**config.mk**
```make
export PLATFORM = sky130hd
export DESIGN_NAME = dbus_ctrl
export DESIGN_NICKNAME = d
export VERILOG_FILES = /design/src/rtl/common.sv /design/src/rtl/pipes.sv /design/src/rtl/dbus_ctrl.sv
export SDC_FILE = /design/constraint.sdc
export NUM_CORES = 1
export LEC_CHECK = 0
export BUFFER_PORTS_ARGS = -buffer_cell sky130_fd_sc_hd__buf_2
export CAP_MARGIN = 40
export CORE_AREA = 5 5 145 147
export DETAILED_ROUTE_END_ITERATION = 12
export DIE_AREA = 0 0 150 152
export HOLD_SLACK_MARGIN = 0.1
export PLACE_DENSITY = 0.81
export SLEW_MARGIN = 20
export SYNTH_ARGS = -nofsm -noshare
export SYNTH_HDL_FRONTEND = slang
export SYNTH_SLANG_ARGS = --single-unit
```
**constraint.sdc**
```tcl
create_clock -name clk -period 5.6 [get_ports clk]
set_input_delay 1.68 -clock clk [delete_from_list [all_inputs] [get_ports clk]]
set_output_delay 1.68 -clock clk [all_outputs]
set_load 0.01 [all_outputs]
```
**src/rtl/common.sv**
```systemverilog
// Shared memory-interface types used by every pipeline stage that talks to the data bus.
package common;

  typedef enum logic [1:0] {
    MSIZE1 = 2'd0,
    MSIZE2 = 2'd1,
    MSIZE4 = 2'd2,
    MSIZE8 = 2'd3
  } msize_t;

  typedef struct packed {
    logic        valid;
    logic [31:0] addr;
    msize_t      size;
    logic [7:0]  strobe;
    logic [63:0] data;
  } dbus_req_t;

  typedef struct packed {
    logic        addr_ok;
    logic        data_ok;
    logic [63:0] data;
  } dbus_resp_t;

endpackage

```
**src/rtl/pipes.sv**
```systemverilog
// Pipeline-stage control types.
package pipes;

  // DRAIN waits out a bus transaction whose instruction was squashed.
  typedef enum logic [1:0] {
    IDLE  = 2'd0,
    BUSY  = 2'd1,
    DONE  = 2'd2,
    DRAIN = 2'd3
  } dbus_ctrl_state_t;

endpackage

```
**src/rtl/dbus_ctrl.sv**
```systemverilog
// Data-bus controller: registers a memory-stage request onto the bus, holds the
// captured response until the pipeline advances, and counts stall cycles.
module dbus_ctrl
  import common::*;
  import pipes::*;
#(
  parameter int CNT_W = 32
) (
  input  logic             clk,
  input  logic             reset,
  input  dbus_req_t        req_in,
  input  logic             flush,
  input  logic             advance,
  output dbus_req_t        dreq,
  input  dbus_resp_t       dresp,
  output logic             resp_valid,
  output logic [63:0]      resp_data,
  output logic             stall,
  output logic [CNT_W-1:0] stall_cnt
);

  dbus_ctrl_state_t state_q, state_d;
  dbus_req_t        req_q, req_d;
  logic [63:0]      data_q, data_d;
  logic [CNT_W-1:0] cnt_q, cnt_d;
  logic             busActive;
  logic             unusedAddrOk;

  // Address acceptance carries no meaning here; only data_ok ends a transaction.
  assign unusedAddrOk = dresp.addr_ok;

  always_ff @(posedge clk) begin
    if (!reset) begin
      state_q <= IDLE;
      req_q   <= '0;
      data_q  <= '0;
      cnt_q   <= '0;
    end else begin
      state_q <= state_d;
      req_q   <= req_d;
      data_q  <= data_d;
      cnt_q   <= cnt_d;
    end
  end

  always_comb begin
    state_d = state_q;
    req_d   = req_q;
    data_d  = data_q;
    case (state_q)
      IDLE: begin
        if (req_in.valid && !flush) begin
          req_d   = req_in;
          state_d = BUSY;
        end
      end
      BUSY: begin
        if (dresp.data_ok) begin
          if (flush) begin
            state_d = IDLE;
          end else begin
            data_d  = dresp.data;
            state_d = DONE;
          end
        end else if (flush) begin
          state_d = DRAIN;
        end
      end
      DRAIN: begin
        if (dresp.data_ok) begin
          state_d = IDLE;
        end
      end
      DONE: begin
        if (advance || flush) begin
          state_d = IDLE;
        end
      end
      default: state_d = IDLE;
    endcase
  end

  // The bus sees the captured request only while a transaction is outstanding.
  always_comb begin
    busActive = (state_q == BUSY) || (state_q == DRAIN);
    dreq      = '0;
    if (busActive) begin
      dreq       = req_q;
      dreq.valid = 1'b1;
    end
  end

  always_comb begin
    stall = req_in.valid && (state_q != DONE) && !flush;
    cnt_d = cnt_q;
    if (stall && (cnt_q != '1)) begin
      cnt_d = cnt_q + CNT_W'(1);
    end
  end

  assign resp_valid = (state_q == DONE);
  assign resp_data  = data_q;
  assign stall_cnt  = cnt_q;

endmodule

```
Word level (Yosys, flattened, before mapping)
Index checks and enable logic that the tools add are counted.

storage, ports and cells
  flip-flop bits (word level) = 204
  input port bits = 177
  logic and storage cells = 37
  output and inout bits = 205

cells by class
  bitwise logic cells = 1
  reduce and logical (&&, ||, !) cells = 11
  add/sub/neg operators = 1
  equal/unequal tests = 9
  muxes and demuxes = 8

operators with widths
  cell                                                                   number
  107-bit two-way mux                                                    1
  32-bit by 1-bit adder with 32-bit output, second input constant        1
  32-bit != test, second input constant                                  1
  2-bit two-way mux                                                      6
  2-bit case mux with 4 select lines                                     1
  2-bit != test, second input constant                                   3
  2-bit equality test, second input constant                             2
  1-bit logical AND                                                      4
  4-bit AND reduction                                                    1
  3-bit != test, second input constant                                   1
  3-bit AND reduction                                                    1
  2-bit by 1-bit equality test with 1-bit output, second input constant  1
  2-bit logical NOT                                                      1
  1-bit logical OR                                                       2
  2-bit by 1-bit != test with 1-bit output, second input constant        1
  2-bit AND reduction                                                    1
  1-bit logical NOT                                                      1
  1-bit NOT                                                              1

Logic depth before layout (Yosys ltp)
Gate-level depths: netlist of the first run.

  word-level depth = 4
  depth in mapped cells = 8

Least setup slack after synthesis of the first run
OpenSTA, ideal clock, no wires.

  path type = input to output
  start point = in flush
  end point = out stall
  required time = 3.920 ns
  data arrival time = 2.115 ns
  slack = 1.805 ns
  stages = 2
  path buffers = 0
  cells stage by stage = nand2b_1 > nor2_1

on the way
  word-level cells in the longest chain between the ends = 2

ends and longest elaborated chain
  item                line             source
  start: declaration  dbus_ctrl.sv:12  input logic flush,
  1-bit logical NOT   dbus_ctrl.sv:94  stall = req_in.valid && (state_q != DONE) && !flush;
  1-bit logical AND   dbus_ctrl.sv:94
  end: declaration    dbus_ctrl.sv:18  output logic stall,

No other way between the ends.

Worst setup path after layout of the first run
Ends and elaborated chain as after synthesis.

==> results of run 1 <==
==> how the worst min path moves through the flow <==
stage               startpoint        end  slack [ns]  cells past startpoint
detailed placement    req_q[6]   req_q[6]        0.44                      2
finish               req_q[50]  req_q[50]        0.45                      2
floorplan             req_q[0]   req_q[0]        0.43                      2
CTS                   req_q[6]   req_q[6]        0.45                      2
global placement     req_q[98]  req_q[98]        0.44                      2
global route         req_q[67]  req_q[67]        0.46                      2
==> cells by family after synthesis <==
logic type      synth area share (%)
compound gates                 13.78
xor+xnor                       1.176
fa+ha+maj                     0.1528
buf+inv                        3.850
flops                          49.87
mux                           0.3667
simple gates                   30.80
==> state kept, by name (all words and copies together) (netlist names) <==
name and cells:
resp_data 64, state_q 2, stall_cnt 32, req_q 106
==> power breakdown <==
group,total [µW],leakage [µW],switching [µW],internal [µW]
clock network,1420,0.000364,565,852
registers,1520,0.00166,21.3,1500
logic,237,0.00293,137,101
total,3170,0.00495,722,2450
==> final cells by class <==
type	count	area [µm²]
inverters	6	27.53
clock buffers	34	696.9
fillers	1874	8718
clock inverters	5	25.02
well taps	270	337.8
diodes	7	17.52
flip-flops and latches	204	4085
repair buffers	393	2062
multi-input cells	778	3809
==> worst max-delay path: cells and delay by family <==
kind,cells,cell delay (ns)
buf+inv,2,0.31
simple gates,2,0.50
==> Yosys cell counts, drive strengths merged <==
| master | count |
|---|---|
| a2111oi | 1 |
| a211oi | 2 |
| a21boi | 1 |
| a21o | 2 |
| a21oi | 188 |
| a311oi | 1 |
| a31o | 1 |
| a31oi | 1 |
| and2 | 108 |
| and3 | 2 |
| and4 | 2 |
| buf | 10 |
| clkbuf | 66 |
| dfxtp | 204 |
| ha | 1 |
| inv | 6 |
| mux2i | 3 |
| nand2 | 356 |
| nand2b | 4 |
| nand3 | 14 |
| nand4 | 12 |
| nor2 | 16 |
| nor2b | 3 |
| nor3 | 3 |
| nor3b | 1 |
| nor4 | 8 |
| nor4b | 1 |
| o211ai | 1 |
| o21ai | 10 |
| o31ai | 5 |
| o41ai | 2 |
| or3 | 8 |
| or4 | 8 |
| or4b | 2 |
| xnor2 | 10 |
| xor2 | 1 |
==> metal layers <==
layer  track usage [%]  share of wire (%)
met1             23.86                 39
met2             34.83                 48
met3             5.987                9.6
met4             8.845                3.5
met5                 0              0.051
==> stage by stage <==
step	cells	setup slack (ns)
2_1_floorplan	1064	1.805
3_3_place_gp	1648	1.492
3_5_place_dp	1650	1.446
4_1_cts	1689	1.439
5_1_grt	1697	1.358
6_report	1697	1.429
==> cell usage in the layout, fill, tap and decap left out, types with 3 or more instances in the layout <==
cell type and n:
diode_2 7, or3_1 7, nand3_1 14, o21ai_0 8, nand2b_1 4, nor4_1 6
nand4_1 12, clkbuf_16 23, and2_1 106, mux2i_1 3, nor2_1 16, o31ai_1 5
buf_2 380, or4_1 8, dfxtp_1 203, buf_4 8, clkbuf_8 8, xnor2_1 10
a21oi_1 188, buf_12 5, clkinv_2 5, clkbuf_1 3, inv_1 5, nand2_1 355
==> results.json, run 1 <==
{
  "grt_first_pass_wirelength_um": 39150,
  "slew_headroom_pct": 52.17,
  "pin_count": 382,
  "end_kind": "output port",
  "die_y_um": 152,
  "syn-cell-area_mm2": 0.008189,
  "coreArea_mm2": 0.01978,
  "crit_end": "stall",
  "post-route-min-period_ns": 4.171,
  "final.period_utilization_pct": 74.47,
  "setup-violations-final": 0,
  "gp_congestion": 0.8762,
  "cp_cell_sequence": "buf_2 > nand2b_1 > nor2_1 > buf_2",
  "grt_max_degree": 121,
  "cp_max_fo": 6,
  "grt_pass1_vias": 7953,
  "arrival_ns": 2.49,
  "yosys.area.top_type_share_pct": 49.87,
  "rsz0062_at_grt": "no",
  "crit_top_cell": "buf_2",
  "cts_buffers": 22,
  "clock.fmax_mhz": 239.8,
  "grt_usage_pct": 20.49,
  "cts-root-buf": "clkbuf_16",
  "r2r_end": "stall_cnt[7]",
  "power_uw": 3172,
  "avgRoutedWirePerCell_um": 14.89,
  "vdd.ir_drop.worst_mv": 0.2247,
  "clk-insertion-delay-late_ns": 0.49,
  "cts_resized": 0,
  "worstPathRequired_ns": 3.92,
  "rows": 52,
  "die_area_mm2": 0.02280,
  "start_util_pct": 41.40,
  "drc": 0,
  "ys_types": 45,
  "vias": 8408,
  "r2r_slack_ns": 3.22,
  "synth.top_cells.by_area": "dfxtp_1 (50%), nand2_1 (16%), a21oi_1 (11%), and2_1 (8.2%), clkbuf_1 (3.0%)",
  "nets": 1583,
  "cp-startpoint": "flush",
  "drtAntennaViolNets": 0,
  "syn_nets": 1242,
  "ys_ff_latch": 204,
  "slowest_stage": "nor2_1",
  "stdcell_area_mm2": 0.01106,
  "synthCells": 1064,
  "clockBufferDepth": 3,
  "cts_tree": "yes",
  "portBuffers": 380,
  "powerDensity_mw_per_mm2": 286.8,
  "routed_wl_um": 25260,
  "final_util_pct": 55.92,
  "synth_top_cell_by_area": "dfxtp_1",
  "tightest_slew_ns": 0.7174,
  "die_w_um": 150,
  "syn2layout_area_growth_pct": 35.06,
  "post_dp_cell_area_mm2": 0.01030,
  "antenna_found_initial": 8,
  "clk_pin_slew_ns": 0.06,
  "start_kind": "primary input",
  "path_class": "in2out",
  "clock-sinks": 204,
  "via_per_inst": 4.955,
  "post_cts_buffers": 0,
  "grt-ovfl-total": 0,
  "hold_class": "reg2reg",
  "finalHoldViolations": 0,
  "cts_hold_buffers": 0,
  "r2r-start": "stall_cnt[8]",
  "yosysWarnings": 0,
  "slowest_delay_ns": 0.27,
  "hold_slack_ns": 0.4470,
  "fin_tns_setup_ns": 0,
  "finClkSkew_ns": 0.008635,
  "max-cap-violations": 0,
  "drive_above_1_share_pct": 31.06,
  "yosysSeqAreaShare_pct": 49.87,
  "avgSynthCellArea_um2": 7.697,
  "ff2ff_path_depth": 5,
  "outcome": "completed",
  "dp_hpwl_um": 18170,
  "drv_slew": 0,
  "p_leak_uw": 0.004946,
  "htree_num_levels": 1,
  "drt_iter0_drc": 408,
  "drt_first_pass_iters": 4
}
Note: power is estimated with default switching activity, not from simulation.
==> run 2: changes to the inputs <==
==> constraint.sdc (replaced) <==
create_clock -name clk -period 3.9 [get_ports clk]
set_input_delay 1.17 -clock clk [delete_from_list [all_inputs] [get_ports clk]]
set_output_delay 1.17 -clock clk [all_outputs]
set_load 0.01 [all_outputs]
==> run 2 against run 1 <==
Net effect:
- hold slack improved by 0.0011 ns
- worst setup slack got worse by 0.71 ns
- first-iteration DRC count fell by 6.1%
- core utilization rose by 0.051 points
- largest cell class unchanged
- largest power group is now clock
==> results.json, run 2 (synthesis gave the netlist of run 1 again) <==
{
  "die_y_um": 152,
  "cts_tree": "yes",
  "arrival_ns": 2.01,
  "avgRoutedWirePerCell_um": 15.05,
  "routed_wl_um": 25470,
  "cts-root-buf": "clkbuf_16",
  "powerDensity_mw_per_mm2": 425.1,
  "start_util_pct": 41.40,
  "min_from": "req_q[105]",
  "end_kind": "output port",
  "grt-ovfl-total": 0,
  "grt_first_pass_wirelength_um": 39320,
  "clock-sinks": 204,
  "drive_above_1_share_pct": 30.80,
  "clockBufferDepth": 3,
  "pin_count": 382,
  "syn2layout_area_growth_pct": 35.19,
  "regMostFlops": "req_q",
  "rsz0062_at_grt": "no",
  "grt_max_degree": 90,
  "nets": 1582,
  "cp_cell_sequence": "buf_2 > nand2b_1 > nor2_1 > buf_2",
  "portBuffers": 380,
  "cts_buffers": 22,
  "clock.fmax_mhz": 314.1,
  "coreArea_mm2": 0.01978,
  "num-fill-cells": 1851,
  "r2r_end": "stall_cnt[27]",
  "antenna_found_initial": 4,
  "finalHoldViolations": 0,
  "drtAntennaViolNets": 0,
  "post_cts_buffers": 0,
  "mostFrequentLayoutCells": "buf_2 (380), nand2_1 (355), dfxtp_1 (203)",
  "critPathTopFamily": "simple AND/OR/NAND/NOR gates",
  "slowest_stage": "nor2_1",
  "largest_reg_flops": 106,
  "path_buf_inv": 2,
  "cts_resized": 0,
  "grt_pass1_vias": 7921,
  "dp_hpwl_um": 17930,
  "final_util_pct": 55.97,
  "cts_hold_buffers": 0,
  "tightest_slew_ns": 0.7336,
  "grt_usage_pct": 20.57,
  "final_common_cell": "buf_2",
  "rows": 52,
  "r2r_slack_ns": 1.29,
  "vias": 8379,
  "htree_num_levels": 1,
  "hold_class": "reg2reg",
  "drt_first_pass_iters": 5,
  "vdd.ir_drop.worst_mv": 0.4212,
  "crit_top_cell": "buf_2",
  "die_area_mm2": 0.02280,
  "gp_congestion": 0.8723,
  "drc": 0,
  "hold_end": "req_q[105]",
  "drt_iter0_drc": 383,
  "r2r-start": "state_q[0]",
  "path_class": "in2out",
  "worstPathRequired_ns": 2.73,
  "finClkSkew_ns": 0.005860,
  "outcome": "completed",
  "die_w_um": 150,
  "via_per_inst": 4.952,
  "final.period_utilization_pct": 81.64,
  "whs_path_depth": 2,
  "clk-insertion-delay-late_ns": 0.49,
  "slowest_delay_ns": 0.30,
  "slew_headroom_pct": 51.10,
  "start_kind": "primary input",
  "clk_pin_slew_ns": 0.06,
  "cp_max_fo": 6,
  "setup-violations-final": 0,
  "fin_tns_setup_ns": 0,
  "post-route-min-period_ns": 3.184,
  "p_leak_uw": 0.004939,
  "max-cap-violations": 0,
  "drv_slew": 0,
  "power_uw": 4706,
  "ff2ff_path_depth": 5
}
## run 2: per-stage QoR
stage | area, µm² | hold WS [ns] | worst slack [ns] | cells
floorplan | 8189 | 0.4317 | 1.093 | 1064
global placement | 10300 | 0.4367 | 0.6703 | 1650
detailed placement | 10300 | 0.4419 | 0.5976 | 1650
CTS | 11060 | 0.4501 | 0.7471 | 1689
global route | 11070 | 0.4635 | 0.6820 | 1692
finish | 11070 | 0.4482 | 0.7159 | 1692
## run 2: where the power goes
group | total, µW | leakage (µW) | switching, µW | internal (µW)
Clock | 2190 | 0.000377 | 816 | 1370
Sequential | 2180 | 0.00166 | 33.7 | 2150
Combinational | 338 | 0.00291 | 195 | 143
## run 2: worst register-to-register path: stages (launching register included)
cell	delay, ns
dfxtp_2	0.67
nor2b_2	0.13
or4_1	0.57
a21o_1	0.43
or4_1	0.57
a21oi_1	0.16
## run 2: worst max path at each step
stage	startpoint	endpoint	slack [ns]	cells past startpoint
after CTS	flush	stall	0.75	4
after global placement	flush	stall_cnt[25]	0.67	6
after floorplan	flush	stall_cnt[25]	1.09	7
after detailed placement	flush	stall_cnt[27]	0.60	6
final	flush	stall	0.72	4
after global routing	flush	stall	0.68	4
## run 2: layout make-up
type	instances	area [µm²]	area share [%]
Antenna cell	3	7.507	0.06781
Clock buffer	34	666.9	6.024
Clock inverter	5	100.1	0.9042
Inverter	6	27.53	0.2486
Multi-Input combinational cell	778	3804	34.36
Sequential cell	204	4085	36.90
Tap cell	270	337.8	3.052
Timing Repair Buffer	392	2042	18.44
## run 2: metal layers
| metal | global-route usage (%) | wire length (µm) |
|---|---|---|
| met4 | 7.582 | 792 |
| met1 | 23.49 | 9770 |
| met2 | 36.09 | 12420 |
| met5 | 0 | 13 |
| met3 | 6.077 | 2476 |
==> run 3: changes to the inputs <==
==> constraint.sdc (replaced) <==
create_clock -name clk -period 3.05 [get_ports clk]
set_input_delay 0.915 -clock clk [delete_from_list [all_inputs] [get_ports clk]]
set_output_delay 0.915 -clock clk [all_outputs]
set_load 0.01 [all_outputs]
==> run 3 against run 2 <==
Net effect:
- clock-buffer cell count decreased by 4
- clock power grew 23%
- core utilization grew 0.16 points
- combinational power is 31% higher
- highest routed layer unchanged
- critical endpoint is now dreq[104]
- non-clock buffer count rose by 4
- wire length shrank 0.72%
- cell area rose by 0.28%
- register-to-register slack got worse by 0.57 ns
==> results.json, run 3 (synthesis gave the netlist of run 1 again) <==
{
  "outcome": "completed",
  "grt_max_degree": 115,
  "dp_hpwl_um": 17850,
  "grt_pass1_vias": 7894,
  "rsz0062_at_grt": "no",
  "rows": 52,
  "vdd.ir_drop.worst_mv": 0.3709,
  "slew_headroom_pct": 55.55,
  "clock-sinks": 204,
  "pin_count": 382,
  "cts_tree": "yes",
  "num-fill-cells": 1849,
  "worstPathRequired_ns": 2.13,
  "drc": 0,
  "pwr-share-comb_pct": 7.5,
  "grt_usage_pct": 20.66,
  "cts_buffers": 22,
  "tightest_slew_ns": 0.6668,
  "vias": 8416,
  "switchingPower_uw": 1359,
  "powerDensity_mw_per_mm2": 533.0,
  "end_kind": "output port",
  "p_leak_uw": 0.004956,
  "fin_tns_setup_ns": 0,
  "final.period_utilization_pct": 84.45,
  "whs_path_depth": 2,
  "cts_hold_buffers": 0,
  "power_uw": 5918,
  "stdcell_area_mm2": 0.01110,
  "routed_wl_um": 25290,
  "nets": 1586,
  "grt-ovfl-total": 0,
  "cts-root-buf": "clkbuf_16",
  "setup-violations-final": 0,
  "intPower_uw": 4558,
  "clockBufferDepth": 3,
  "post_cts_buffers": 0,
  "gp_congestion": 0.8782,
  "regMostFlops": "req_q",
  "multi_input_area_mm2": 0.003804,
  "clk-insertion-delay-late_ns": 0.50,
  "drv_slew": 0,
  "regArea_mm2": 0.004085,
  "avgRoutedWirePerCell_um": 14.92,
  "finalHoldViolations": 0,
  "hold_class": "reg2reg",
  "cts_resized": 0,
  "htree_num_levels": 1,
  "start_kind": "register",
  "max-cap-violations": 0,
  "arrival_ns": 1.66,
  "start_util_pct": 41.40,
  "drt_first_pass_iters": 4,
  "post_dp_cell_area_mm2": 0.01036,
  "die_w_um": 150,
  "finClkSkew_ns": 0.01025,
  "clock.fmax_mhz": 388.2,
  "die_area_mm2": 0.02280,
  "drive_above_1_share_pct": 31.13,
  "portBuffers": 380,
  "ff2ff_path_depth": 5,
  "drtAntennaViolNets": 0,
  "clock_power_share_pct": 45.4,
  "via_per_inst": 4.965,
  "die_y_um": 152,
  "path_class": "reg2out",
  "switching_share_pct": 22.97,
  "drt_iter0_drc": 354,
  "final_common_cell": "buf_2",
  "syn2layout_area_growth_pct": 35.57,
  "post-route-min-period_ns": 2.576,
  "pwr-share-seq_pct": 47.1,
  "coreArea_mm2": 0.01978,
  "grt_first_pass_wirelength_um": 39430,
  "cp_max_fo": 114,
  "largest_reg_flops": 106,
  "antenna_found_initial": 4,
  "mostFrequentLayoutCells": "buf_2 (380), nand2_1 (355), dfxtp_1 (203)",
  "clk_pin_slew_ns": 0.06
}
[run 3: cell count changes in the layout (fill, tap and decap cells not counted)]
cell        previous run  this run
clkbuf_1               6         4
clkinv_2               2         5
buf_12                 4         7
diode_2                3         2
clkbuf_8               5         3
clkinv_4               0         1
buf_4                  8         9
bufinv_16              3         2
clkinvlp_4             0         1
[run 3: cell type report]
type,instances,area share [%]
Sequential cell,204,36.80
Multi-Input combinational cell,778,34.26
Timing Repair Buffer,396,19.00
Clock buffer,30,5.691
Tap cell,270,3.043
Clock inverter,9,0.9129
Inverter,6,0.2479
Antenna cell,2,0.04508
[run 3: power by group through the flow]
| stage | sequential, µW | clock [µW] | combinational (µW) |
|---|---|---|---|
| final | 2790 | 2690 | 444 |
| after global routing | 2790 | 2880 | 498 |
| after CTS | 2790 | 2750 | 449 |
| after detailed placement | 2840 | 0 | 447 |
| after global placement | 2840 | 0 | 441 |
| after floorplan | 2840 | 0 | 224 |
[run 3: per-layer routing]
metal	global-route usage, %	routed length, µm	vias to the layer above
met1	24.37	9769	3865
met5	0	21	-
li1	-	-	4173
met4	5.229	461	4
met3	5.958	2636	38
met2	36.63	12400	336
[run 3: critical path, cell delays in order, from the launching register on]
cell	delay, ns
dfxtp_2	0.36
buf_12	0.29
and2_1	0.26
buf_2	0.16
[run 3: path summary, 6_finish.rpt]
| path | from | to | slack [ns] |
|---|---|---|---|
| setup / recovery | state_q[0] | dreq[104] | 0.47 |
| hold / removal | req_q[94] | req_q[94] | 0.45 |
| setup reg to reg | state_q[1] | stall_cnt[29] | 0.72 |
| hold reg to reg | req_q[94] | req_q[94] | 0.45 |
[run 3: per-stage QoR]
stage	utilization (%)	instances	hold slack [ns]	worst slack, ns
global placement	52.40	1654	0.4371	0.1795
finish	56.13	1695	0.4477	0.4742
CTS	56.10	1693	0.4500	0.4485
floorplan	-	1064	0.4317	0.4982
detailed placement	52.40	1654	0.4417	0.1024
global route	56.13	1695	0.4651	0.3712
